[src/rtl/fetch_unit.sv]
// fetch_unit: single-outstanding instruction fetcher feeding decode through a 2-entry {instr, PC} buffer.
// Ports: Clk, Reset (async, active-high); Halt, Redirect, RedirectPC from the pipeline;
// MemReady, MemExecute, MemAddr (command side) and MemDataIn, MemDataReady (return side) of memory;
// InstrValid, InstrReady, Instr, InstrPC (decode handshake); Halted (stopped, nothing in flight).
module fetch_unit #(
  parameter logic [31:0] RESET_VECTOR = 32'h0000_0000
) (
  input  logic        Clk,
  input  logic        Reset,
  input  logic        Halt,
  input  logic        Redirect,
  input  logic [31:0] RedirectPC,
  input  logic        MemReady,
  output logic        MemExecute,
  output logic [31:0] MemAddr,
  input  logic [31:0] MemDataIn,
  input  logic        MemDataReady,
  output logic        InstrValid,
  input  logic        InstrReady,
  output logic [31:0] Instr,
  output logic [31:0] InstrPC,
  output logic        Halted
);
  typedef enum logic [1:0] {IDLE, WAIT, HALTED} state_t;
  state_t state;
  logic [31:0] fetchPC, reqPC, instr0, instr1, pc0, pc1;
  logic [1:0] count, countAfterPop;
  logic discard, pop, push, issue;
  assign pop = InstrValid && InstrReady;
  assign countAfterPop = count - {1'b0, pop};
  // Reset gating keeps the command strobe quiet while the FSM is held in IDLE.
  assign issue = !Reset && state == IDLE && !Halt && !Redirect && MemReady && countAfterPop < 2'd2;
  // A word arriving alongside a redirect belongs to the old stream and is dropped.
  assign push = state == WAIT && MemDataReady && !discard && !Redirect;
  assign MemExecute = issue;
  assign MemAddr = issue ? fetchPC : 32'h0;
  assign InstrValid = count != 2'd0;
  assign Instr = instr0;
  assign InstrPC = pc0;
  assign Halted = state == HALTED;
  always_ff @(posedge Clk or posedge Reset)
    if (Reset) begin
      state <= IDLE;
      fetchPC <= RESET_VECTOR;
      reqPC <= '0;
      discard <= 1'b0;
      count <= '0;
      instr0 <= '0;
      instr1 <= '0;
      pc0 <= '0;
      pc1 <= '0;
    end else begin
      count <= Redirect ? 2'd0 : countAfterPop + {1'b0, push};
      fetchPC <= Redirect ? (RedirectPC & 32'hFFFF_FFFC) : issue ? fetchPC + 32'd4 : fetchPC;
      reqPC <= issue ? fetchPC : reqPC;
      // Head shifts on pop; a push lands in the slot left free after that pop.
      if (pop) begin
        instr0 <= instr1;
        pc0 <= pc1;
      end
      if (push && !countAfterPop[0]) begin
        instr0 <= MemDataIn;
        pc0 <= reqPC;
      end
      if (push && countAfterPop[0]) begin
        instr1 <= MemDataIn;
        pc1 <= reqPC;
      end
      case (state)
        IDLE: state <= Halt ? HALTED : issue ? WAIT : IDLE;
        WAIT: begin
          state <= MemDataReady ? (Halt ? HALTED : IDLE) : WAIT;
          // Redirect while a read is pending marks that read's word as stale.
          discard <= MemDataReady ? 1'b0 : (discard || Redirect);
        end
        HALTED: state <= Halt ? HALTED : IDLE;
        default: state <= IDLE;
      endcase
    end
endmodule

[config.mk]
export PLATFORM = sky130hd
export DESIGN_NAME = fetch_unit
export DESIGN_NICKNAME = d
export VERILOG_FILES = /design/src/rtl/fetch_unit.sv
export SDC_FILE = /design/constraint.sdc
export NUM_CORES = 1
export LEC_CHECK = 0
export BUFFER_PORTS_ARGS = -buffer_cell sky130_fd_sc_hd__buf_2
export CAP_MARGIN = 5
export CORE_ASPECT_RATIO = 0.8
export CORE_UTILIZATION = 45
export CTS_BUF_LIST = sky130_fd_sc_hd__clkbuf_16
export DETAILED_ROUTE_END_ITERATION = 8
export GPL_ROUTABILITY_DRIVEN = 0
export PLACE_DENSITY = 0.69
export SLEW_MARGIN = 0
export SYNTH_ARGS = -nofsm -noshare
export SYNTH_HDL_FRONTEND = slang
export SYNTH_SLANG_ARGS = --single-unit
[constraint.sdc]
create_clock -name Clk -period 7.6 [get_ports Clk]
set_clock_uncertainty 0.05 [all_clocks]
set_input_delay 0.76 -clock Clk [delete_from_list [all_inputs] [get_ports Clk]]
set_output_delay 0.76 -clock Clk [all_outputs]
set_load 0.01 [all_outputs]
==> metrics <==
status finished clean; P&R area growth vs syn 18.5%; post-route insts no fill 1135; Synth Instances around 750; required time worst endpoint between 6 and 7 ns; Port Buffers 163; TritonCTS Buffers 17; Final Core Density 0.546; post-placement setup slack approximately 3.3 ns; final setup TNS 0 ns; count leader, synth dfrtp_1; Hold Buf Count CTS 0; Max Fanout on Critical Path 57; Die Y 124 microns; synth warn 0; root buf cell clkbuf_16; GRT Overall Usage 0.208; # Post-CTS Setup Buffers 0; FMAX 219 MHz; global-route wire length before repair 30800 microns; P_leak roughly 5.5 nW; worst slew pin tran 1.03 ns; IR drop worst, VDD 0.136 mV; via/cell ratio ~5.3; Rows 44; max cap viols 0; Synth top area share 0.565; vias post-DR about 6000; Synth cell types 44; number of synthesized flops with an enable pin 0; Slew HR 0.309; Hold WC Path Type input port to async pin; clock slew at reported path FFs about 0.070 ns; CP Class flop to output pin; Seq cells post-synth 189; critical path arrival 3.76 ns; Initial Util 0.461; H-tree depth 4; critical path capture point type output pin; ys async rst share 1.00; sequential element share of the synthesized area 0.565; Wirelength per Cell approximately 17 microns; Post-DP HPWL roughly 12000 microns; final setup fails 0; final hold vios 0; synthesized area between 8000 and 9000 sq um; Post-DP Area approximately 9400 sq um; Die Area 19200 sq um; Post-route DRC 0; Final WS setup between 3 and 4 ns; initial antenna violation count 0; ys flop type dfrtp_1; clock tree sinks 189; clk buf depth 2; vias in the first global route 5764; RSZ-0062 raised after global routing no; power per cell area ~250 nW/um^2; cell taking the most area after synthesis dfrtp_1; largest net degree at the start of global routing between 100 and 150; Tcrit/Tclk final 0.602; fin. max-slew vios 0; top area cells in the synthesized netlist dfrtp_1 56%, mux2_2 8.3%, mux2i_1 7.9%, nand2_1 5.1%, o21ai_0 5.0%; startpoint class of the critical path flop; core area 18200 sq um; Post-synth top cells 189 x dfrtp_1, 113 x nand2_1, 83 x o21ai_0; minimum clock period roughly 4.6 ns; post-cts repair resize count 0; total iterations of the first detailed-routing run 5; share of cells above drive strength 1 0.299; DR iter-0 viols approximately 400; ANT nets after route 0; total congestion overflow 0; TritonCTS clock tree built; # nets final 967; synthesized area per cell 11.2 sq um; Post-Place Cells 1103; Worst-Skew Late Latency between 0.4 and 0.5 ns; die width 155 microns; WL final about 19000 microns; Finished Cell Area between 9000 and 10000 sq um; number of diodes 0; Top Ports 170
-- cell families after synthesis --
family          share of synthesized area
buf+inv                            0.0320
mux                                 0.162
fa+ha+maj                         0.00598
xor+xnor                          0.00628
flops                               0.565
other cells                      0.000448
simple gates                        0.118
compound gates                      0.110
-- report_power, final --
group	switching, mW	internal (mW)	total [mW]
sequential	0.103	1.14	1.24
combinational	0.200	0.179	0.379
clock	0.436	0.440	0.876
-- state kept, by name, summed over array words and instances, names as in the netlist --
register / count
Instr: 32
InstrPC: 30
count: 2
discard: 1
fetchPC: 30
instr1: 32
pc1: 30
reqPC: 30
state: 2
-- placed cells by master, fill, tap and decap left out, drive strengths merged, types with 3 or more instances in the layout --
master,n
a31oi,3
o21ai,83
mux2i,66
xor2,3
conb,4
inv,21
xnor2,3
a21o,27
nor2,17
dfrtp,189
nor3,6
ha,4
nor2b,4
and2,29
a21oi,5
clkbuf,17
clkinv,4
o311ai,8
nand3,11
mux2,62
o211ai,9
nand4,12
or4,4
a22oi,7
nand2,113
buf,171
nand3b,4
-- routing by layer --
| metal | GRT usage | part of all wire | up-vias | wire [microns] |
|---|---|---|---|---|
| li1 | - | - | 2932 | - |
| met1 | 0.294 | 0.49 | 2948 | 9250 |
| met2 | 0.311 | 0.44 | 175 | 8350 |
| met3 | 0.0588 | 0.062 | 15 | 1170 |
| met4 | 0.0637 | 0.0086 | 0 | 162 |
| met5 | 0 | 0 | - | 0 |
-- metrics by stage --
stage / power, mW / hold WS (ns)
2_1_floorplan: 1.49 / 0.412
3_3_place_gp: 1.63 / 0.434
3_5_place_dp: 1.64 / 0.436
4_1_cts: 2.53 / 0.456
5_1_grt: 2.62 / 0.476
6_report: 2.50 / 0.435
-- layout make-up --
class	instances	area (sq um)
clock buffer	17	425
clock inverter	15	149
tap	230	288
timing repair buffer	171	876
inverter	11	48.8
fill	1629	8240
sequential	189	4730
multi-input combinational	502	3410
-- critical path: stages (launching register included) --
cell	delay (ns)
dfrtp_1	0.40
or2_2	0.35
nand2_4	0.27
inv_1	0.08
ha_1	0.20
xor2_1	0.17
or4_4	0.73
inv_2	0.65
and2_1	0.29
buf_2	0.17
-- final timing paths --
kind                       cells after the start  slack [ns]                       to             startpoint
setup / recovery                               9        3.03              MemAddr[28]     count[1]$_DFF_PP0_
hold / removal                                 2        0.43    instr1[3]$_DFFE_PP0P_                  Reset
setup reg to reg                              11        3.83  fetchPC[22]$_DFFE_PP0P_     count[1]$_DFF_PP0_
hold reg to reg                                1        0.45    reqPC[28]$_DFFE_PP0N_  reqPC[28]$_DFFE_PP0N_
max in group asynchronous                      3        5.55  fetchPC[14]$_DFFE_PP0P_                  Reset
min in group Clk                               1        0.45    reqPC[28]$_DFFE_PP0N_  reqPC[28]$_DFFE_PP0N_
No activity file was read; power rests on OpenSTA's default activity.
